$ cat src/rtl/key_debounce_pkg.sv
// Shared definitions for the key debouncer: FSM states, the idle key code
// and the saturating counter helper.
package key_debounce_pkg;

    typedef enum logic [2:0] {
        ST_IDLE,
        ST_DEBOUNCE,
        ST_PRESSED,
        ST_REPEAT,
        ST_RELEASE
    } state_t;

    localparam int unsigned CODE_IDLE = 0;
    localparam int          CNT_W     = 8;

    // Tick counters stick at all-ones instead of wrapping back to zero.
    function automatic logic [CNT_W-1:0] sat_inc(input logic [CNT_W-1:0] v);
        return (v == '1) ? v : v + CNT_W'(1);
    endfunction

endpackage

$ cat src/rtl/tick_gen.sv
// Free-running prescaler: counts 0..PRESCALE-1 and flags the final count as a
// one-cycle tick.
module tick_gen #(
    parameter int PRESCALE = 1023
) (
    input  logic i_clk,
    input  logic i_rst_n,
    output logic o_tick
);

    localparam int            CW   = (PRESCALE > 1) ? $clog2(PRESCALE) : 1;
    localparam logic [CW-1:0] LAST = CW'(PRESCALE - 1);

    logic [CW-1:0] r_cnt;

    always_ff @(posedge i_clk or negedge i_rst_n) begin
        if (!i_rst_n) begin
            r_cnt <= '0;
        end else if (r_cnt == LAST) begin
            r_cnt <= '0;
        end else begin
            r_cnt <= r_cnt + CW'(1);
        end
    end

    assign o_tick = (r_cnt == LAST);

endmodule

$ cat src/rtl/key_debounce.sv
// Keypad debouncer: synchronises raw active-low keys, priority-encodes them and
// runs a tick-paced press/repeat/release FSM that emits one-cycle key events.
module key_debounce
    import key_debounce_pkg::*;
#(
    parameter  int NUM_KEYS       = 6,
    parameter  int PRESCALE       = 1023,
    parameter  int DEBOUNCE_TICKS = 64,
    parameter  int REPEAT_DELAY   = 32,
    parameter  int REPEAT_RATE    = 8,
    localparam int CODE_W         = $clog2(NUM_KEYS + 1)
) (
    input  logic                clk_in,
    input  logic                reset,
    input  logic [NUM_KEYS-1:0] keys_n,
    input  logic                repeat_en,
    output logic                tick,
    output logic                key_valid,
    output logic [CODE_W-1:0]   key_code,
    output logic                key_repeat,
    output logic                key_held
);

    localparam logic [CNT_W-1:0]  DB_LIM   = CNT_W'(DEBOUNCE_TICKS);
    localparam logic [CNT_W-1:0]  RD_LIM   = CNT_W'(REPEAT_DELAY);
    localparam logic [CNT_W-1:0]  RR_LIM   = CNT_W'(REPEAT_RATE);
    localparam logic [CODE_W-1:0] NO_CODE  = CODE_W'(CODE_IDLE);

    logic [NUM_KEYS-1:0] r_sync1;
    logic [NUM_KEYS-1:0] r_sync2;
    logic [CODE_W-1:0]   w_code;
    logic                w_tick;
    logic [CNT_W-1:0]    w_db_inc;
    logic [CNT_W-1:0]    w_rep_inc;

    state_t              r_state;
    logic [CODE_W-1:0]   r_cand;
    logic [CNT_W-1:0]    r_db;
    logic [CNT_W-1:0]    r_rep;
    logic                r_valid;
    logic [CODE_W-1:0]   r_code;
    logic                r_repeat;
    logic                r_held;

    tick_gen #(
        .PRESCALE(PRESCALE)
    ) u_tick_gen (
        .i_clk   (clk_in),
        .i_rst_n (reset),
        .o_tick  (w_tick)
    );

    // Keys are stored inverted so that a cleared synchroniser means "no key".
    always_ff @(posedge clk_in or negedge reset) begin
        if (!reset) begin
            r_sync1 <= '0;
            r_sync2 <= '0;
        end else begin
            r_sync1 <= ~keys_n;
            r_sync2 <= r_sync1;
        end
    end

    always_comb begin
        w_code = NO_CODE;
        for (int i = NUM_KEYS - 1; i >= 0; i--) begin
            if (r_sync2[i]) begin
                w_code = CODE_W'(i + 1);
            end
        end
    end

    assign w_db_inc  = sat_inc(r_db);
    assign w_rep_inc = sat_inc(r_rep);

    // Event outputs default to zero every cycle so a tick's event lasts one cycle.
    always_ff @(posedge clk_in or negedge reset) begin
        if (!reset) begin
            r_state  <= ST_IDLE;
            r_cand   <= NO_CODE;
            r_db     <= '0;
            r_rep    <= '0;
            r_valid  <= 1'b0;
            r_code   <= NO_CODE;
            r_repeat <= 1'b0;
            r_held   <= 1'b0;
        end else begin
            r_valid  <= 1'b0;
            r_code   <= NO_CODE;
            r_repeat <= 1'b0;
            if (w_tick) begin
                case (r_state)
                    ST_IDLE: begin
                        if (w_code != NO_CODE) begin
                            r_cand <= w_code;
                            r_db   <= CNT_W'(1);
                            r_rep  <= '0;
                            if (DB_LIM <= CNT_W'(1)) begin
                                r_state <= ST_PRESSED;
                                r_held  <= 1'b1;
                                r_valid <= 1'b1;
                                r_code  <= w_code;
                            end else begin
                                r_state <= ST_DEBOUNCE;
                            end
                        end
                    end
                    ST_DEBOUNCE: begin
                        if (w_code == r_cand) begin
                            r_db <= w_db_inc;
                            if (w_db_inc >= DB_LIM) begin
                                r_state <= ST_PRESSED;
                                r_held  <= 1'b1;
                                r_rep   <= '0;
                                r_valid <= 1'b1;
                                r_code  <= r_cand;
                            end
                        end else begin
                            r_state <= ST_IDLE;
                        end
                    end
                    ST_PRESSED: begin
                        if (w_code != r_cand) begin
                            r_state <= ST_RELEASE;
                            r_held  <= 1'b0;
                            r_db    <= '0;
                        end else if (repeat_en && (w_rep_inc >= RD_LIM)) begin
                            r_state  <= ST_REPEAT;
                            r_rep    <= '0;
                            r_valid  <= 1'b1;
                            r_code   <= r_cand;
                            r_repeat <= 1'b1;
                        end else begin
                            r_rep <= w_rep_inc;
                        end
                    end
                    ST_REPEAT: begin
                        if (w_code != r_cand) begin
                            r_state <= ST_RELEASE;
                            r_held  <= 1'b0;
                            r_db    <= '0;
                        end else if (!repeat_en) begin
                            r_state <= ST_PRESSED;
                            r_rep   <= '0;
                        end else if (w_rep_inc >= RR_LIM) begin
                            r_rep    <= '0;
                            r_valid  <= 1'b1;
                            r_code   <= r_cand;
                            r_repeat <= 1'b1;
                        end else begin
                            r_rep <= w_rep_inc;
                        end
                    end
                    ST_RELEASE: begin
                        // Any key seen here, even a different one, restarts the quiet count.
                        if (w_code == NO_CODE) begin
                            r_db <= w_db_inc;
                            if (w_db_inc >= DB_LIM) begin
                                r_state <= ST_IDLE;
                            end
                        end else begin
                            r_db <= '0;
                        end
                    end
                    default: begin
                        r_state <= ST_IDLE;
                        r_held  <= 1'b0;
                    end
                endcase
            end
        end
    end

    assign tick       = w_tick;
    assign key_valid  = r_valid;
    assign key_code   = r_code;
    assign key_repeat = r_repeat;
    assign key_held   = r_held;

endmodule

$ cat config.mk
export PLATFORM = sky130hd
export DESIGN_NAME = key_debounce
export DESIGN_NICKNAME = d
export VERILOG_FILES = /design/src/rtl/key_debounce_pkg.sv /design/src/rtl/tick_gen.sv /design/src/rtl/key_debounce.sv
export SDC_FILE = /design/constraint.sdc
export NUM_CORES = 1
export LEC_CHECK = 0
export CAP_MARGIN = 20
export CORE_MARGIN = 2
export CORE_UTILIZATION = 45
export CTS_BUF_LIST = sky130_fd_sc_hd__clkbuf_8
export DETAILED_ROUTE_END_ITERATION = 10
export GPL_TIMING_DRIVEN = 1
export PLACE_DENSITY_LB_ADDON = 0.3
export SETUP_SLACK_MARGIN = 0.4
export SLEW_MARGIN = 15
export SYNTH_ARGS = -nofsm -noshare
export SYNTH_HDL_FRONTEND = slang
export SYNTH_SLANG_ARGS = --single-unit
$ cat constraint.sdc
create_clock -name clk_in -period 3.75 [get_ports clk_in]
set_input_delay 0.75 -clock clk_in [delete_from_list [all_inputs] [get_ports clk_in]]
set_output_delay 0.75 -clock clk_in [all_outputs]
set_load 0.01 [all_outputs]
# Word level (Yosys, flattened, before mapping)
# Index checks and enable logic that the tools add are counted.
# op_classes
n_addsub	3
mul	0
div_mod_pow	0
n_lt_le_gt_ge	3
n_eq_ne	20
shifts	0
mux	57
bitwise	2
reduce_logical	13
# ops
cell	count
$mux 8	14
$mux 3	23
$pmux 8 s4	2
$add 8x1->8 const B	2
$eq 8x8->1 const B	2
$pmux 3 s5	1
$ne 2x2->1 const B	7
$reduce_and 7->1	2
$mux 1	12
$add 10x1->10 const B	1
$eq 10x10->1 const B	1
$mux 10	1
$reduce_and 5->1	2
$ne 3x3->1 const B	3
$pmux 3 s3	1
$ge 8x4->1 const B	1
$ge 8x6->1 const B	1
$ge 8x7->1 const B	1
$reduce_bool 4->1	2
$eq 3x2->1 const B	2
$logic_not 3->1	2
$not 6->6	1
$pmux 1 s3	2
$reduce_or 2->1	2
10 further kinds	10
# totals
register_bits	50
latch_bits	0
ram_bits	0
rom_bits	0
in_bits	9
out_inout_bits	7
n_memories	0

# Logic depth before layout (Yosys ltp)
# depth
word_depth	10
depth_mapped	9
ltp_nobuf	8

# Hierarchy
# Synthesis repeated with hierarchy kept, for this count alone.
# hier_totals
cells_unflattened	286
hier_area_um2	2663.8
# by_module_without_submodules
module	n_inst	cells_each	area_each_um2
key_debounce	1	239	2177.1
tick_gen	1	47	486.7

# Worst setup path before layout
# OpenSTA, ideal clock, no wires.
# synth_path
kind	flip-flop to flip-flop
startpoint	register r_db[0]
endpoint	register r_state[0]
setup_time_ps	128
t_arrival_ps	2185
required_time_ps	3622
path_slack_ps	1437
path_stages_with_launch	9
period_less_slack_ps	2313
path_cell_list	dfrtp_1 ha_1 and4_1 buf_2 nand4_1 a21oi_2 or3_4 a221oi_4 mux2_1
# synth_between
elab_chain_cells	5
elab_cells_between_ends	7
classes_between	1 x add/sub; 1 x order compare; 3 x eq/ne; 1 x mux; 1 x reduce/logical
# synth_rtl
item	line	source
start: declaration	key_debounce.sv:38	logic [CNT_W-1:0] r_db;
start signal: assignment	key_debounce.sv:110	r_db <= w_db_inc;
start signal: assignment	key_debounce.sv:157	r_db <= w_db_inc;
$add 8x1->8 or $eq 8x8->1 (tied branches)	key_debounce_pkg.sv:18	return (v == '1) ? v : v + CNT_W'(1);
$mux 8 *	key_debounce_pkg.sv:18	
$ge 8x7->1 *	key_debounce.sv:111, key_debounce.sv:158	
$ne 3x3->1 (no line) or $ne 2x2->1 (tied branches)	-	
$reduce_and 7->1 (no line) *	-	
end signal: assignment	key_debounce.sv:112	r_state <= ST_PRESSED;
end signal: assignment	key_debounce.sv:119	r_state <= ST_IDLE;
end signal: assignment	key_debounce.sv:159	r_state <= ST_IDLE;
end: declaration	key_debounce.sv:36	state_t r_state;
# Mark *: on every way between the ends. The rest lies on a longest branch, timed or not.
# A chain may end at the register's enable or synchronous reset.

# Final worst setup path
# layout_path
startpoint	register u_tick_gen.r_cnt[2]
endpoint	output port tick
# layout_between
elab_chain_cells	1
# layout_rtl
item	line	source
start: declaration	tick_gen.sv:14	logic [CW-1:0] r_cnt;
start signal: assignment	tick_gen.sv:22	r_cnt <= r_cnt + CW'(1);
$eq 10x10->1	tick_gen.sv:26	assign o_tick = (r_cnt == LAST);
end: declaration	key_debounce.sv:17	output logic tick,
# No other way between the ends.

==> flow_summary.toml <==
[power]
switchingPower_uw = 227.6
switching_share = 0.2460
power_density_nw_per_um2 = 307.9
peakVddDrop_uv = 220.6
p_clk_frac = 0.365
seqPwrFrac = 0.593
p_int_uw = 697.8
combPwrFrac = 0.042
leakage_nw = 1.234

[drt]
ant_nets = 0
vias = 2174
wire_per_inst_um = 14.32
drt-total-wl_um = 5397
drc = 0
first_pass_iters = 4
first_iter_violations = 205
vias_per_cell = 5.767

[critical_path]
critPathKind = "flop to output pin"
path_max_fanout = 9
timing.rr.start = "r_rep[0]"
r2r_end = "r_rep[0]"
startpoint_type = "flop"
rr_worst_depth = 6
worstSetupEndpointType = "output pin"
cp.arrival_ns = 2.25
rrSetupSlack_ns = 1.20
crit_required_ns = 3.00

[global_routing]
grt_max_degree = 36
antenna_found_initial = 0
grt_use_total = 0.1884
grt_pass1_vias = 2055
grt_pass1_wl_um = 9563
overflow = 0

[floorplanning]
io_pins = 16
fp.dieH_um = 81.23
core_um2 = 5851
die_w_um = 81.23
rows = 28
die-area_um2 = 6598
start_util = 0.4587

[timing]
slew_viol_final = 0
fin_worst_skew_ns = 0.01188
max_freq_ghz = 0.3329
hold_slack_ns = 0.3566
hold_viol = 0
max_slew_margin = 0.2869
fin_crit_ns = 3.004
worst_pin_slew_ns = 1.058
post-route-period-util = 0.8011
rsz0062_at_grt = "false"
setup_tns_ns = 0
setup_viol = 0

[logic_synthesis]
syn_inst = 283
synth-edff-count = 0
synth_area_per_cell_um2 = 9.483
ys.flop_type = "dfrtp_1"
netlist_area_um2 = 2684
ys_warn_count = 0
synthArstFlopShare = 1.000
synth_nets = 296
ys_types = 58
ys_ff_latch = 50
yosysSeqAreaShare = 0.4662

[placed_design]
gp_congestion = 0.9313
io_buffer_count = 15
hpwl_um = 3843

[clock_tree]
clockBufferDepth = 2
clkTransAtPathRegs_ns = 0.10
htreeDepth = 2
cts_setup_buffers = 0
cts.sinks = 50
cts_hold_buf = 0
cts_tree = "done"
insertion_delay_ns = 0.32
cts_root_buf = "clkbuf_8"
cts_resized = 0
cts_buffers = 5

[job]
max_cap_viol_count = 0

[run_status]
status = "completed"

[worst_hold_path]
hold_start = "r_sync1[4]"
min_path_type = "flop to flop"
worstHoldEndpoint = "r_sync2[4]"
whs_path_depth = 0

[finish]
areaGrowthSynthToFinish_pct = 11.98
fin_nets = 314
num_antenna_cells = 0
drive_gt1_frac = 0.07947
through the flow:
step	power, mW	util	setup slack [ns]	instances	instance area (µm²)
2_1_floorplan	0.5745	-	1.437	283	2684
3_3_place_gp	0.5982	0.4972	0.9102	369	2909
3_5_place_dp	0.5991	0.4972	0.8844	369	2909
4_1_cts	0.9369	0.5137	0.5264	377	3005
5_1_grt	0.9670	0.5137	0.5425	377	3005
6_report	0.9254	0.5137	0.7458	377	3005
layer usage:
| metal | global-route usage | up-vias | part of all wire |
|---|---|---|---|
| li1 | - | 1082 | - |
| met1 | 0.2461 | 1014 | 0.45 |
| met2 | 0.3025 | 69 | 0.48 |
| met3 | 0.04333 | 9 | 0.051 |
| met4 | 0.07627 | 0 | 0.018 |
| met5 | 0 | - | 0 |
worst max-delay path, cell delays in order (launching register included):
cell and delay [ns]:
dfrtp_1 0.42, and4_1 0.29, nand4_1 0.15, or2_1 0.42, clkinv_1 0.12, clkdlybuf4s50_1 0.54
worst max path at each step:
stage	depth (start not counted)	slack, ns	to	startpoint
global route	5	0.54	tick	u_tick_gen.r_cnt[2]
floorplan	8	1.44	r_state[0]	r_db[0]
global placement	5	0.91	tick	u_tick_gen.r_cnt[2]
CTS	5	0.53	tick	u_tick_gen.r_cnt[2]
detailed placement	5	0.88	tick	u_tick_gen.r_cnt[2]
finish	5	0.75	tick	u_tick_gen.r_cnt[2]
kinds of logic (layout without fill, tap and decap cells):
| family | after synthesis | in the layout | share of synthesized area |
|---|---|---|---|
| compound gates | 82 | 82 | 0.2154 |
| xor+xnor | 9 | 9 | 0.02937 |
| fa+ha+maj | 4 | 4 | 0.01865 |
| buf+inv | 25 | 44 | 0.03729 |
| flops | 50 | 50 | 0.4662 |
| mux | 4 | 4 | 0.01585 |
| simple gates | 109 | 109 | 0.2173 |
layout by cell type, fill, tap and decap left out, drive strengths merged, types with 6 or more instances in the layout:
master	count
a21oi	19
nand2	21
inv	20
nor2	25
a31oi	11
o31ai	6
clkdlybuf4s50	14
and2	6
dfrtp	50
o21ai	16
nand3	14
and3	6
nand4	9
power groups by stage:
stage | Clock, mW | Combinational (mW) | Sequential [mW]
after floorplan | 0 | 0.0157 | 0.559
after global placement | 0 | 0.0390 | 0.559
after detailed placement | 0 | 0.0396 | 0.559
after CTS | 0.348 | 0.0398 | 0.549
after global routing | 0.373 | 0.0443 | 0.550
final | 0.338 | 0.0386 | 0.549
flip-flops by register name (all words and copies together) (netlist names):
signal and cells:
u_tick_gen.r_cnt 10, r_db 8, r_rep 8, r_sync1 6
r_sync2 6, key_code 3, r_cand 3, r_state 3
key_held 1, key_repeat 1, key_valid 1
synthesized netlist by cell type (all sizes together) (3+ instances only):
| cell type | number | area share |
|---|---|---|
| dfrtp | 50 | 0.47 |
| nor2 | 25 | 0.036 |
| nand2 | 21 | 0.029 |
| a21oi | 19 | 0.040 |
| inv | 18 | 0.025 |
| o21ai | 16 | 0.030 |
| nand3 | 14 | 0.026 |
| a31oi | 11 | 0.026 |
| nand4 | 9 | 0.021 |
| and2 | 6 | 0.014 |
| and3 | 6 | 0.014 |
| o31ai | 6 | 0.017 |
| a211oi | 5 | 0.016 |
| nor3 | 5 | 0.011 |
| o22a | 5 | 0.016 |
| xor2 | 5 | 0.016 |
| and4 | 4 | 0.013 |
| ha | 4 | 0.019 |
| or3 | 4 | 0.013 |
| xnor2 | 4 | 0.013 |
| buf | 3 | 0.0065 |
| clkbuf | 3 | 0.0042 |
| o211ai | 3 | 0.0084 |
layout make-up:
class                      count  area [µm²]
fill                         547        2845
multi-input combinational    208        1333
sequential                    50        1251
timing repair buffer          17       160.2
tap                           75       93.84
inverter                      19       71.32
clock buffer                   5       68.82
clock inverter                 3       27.53
(Power assumes the default switching activity.)
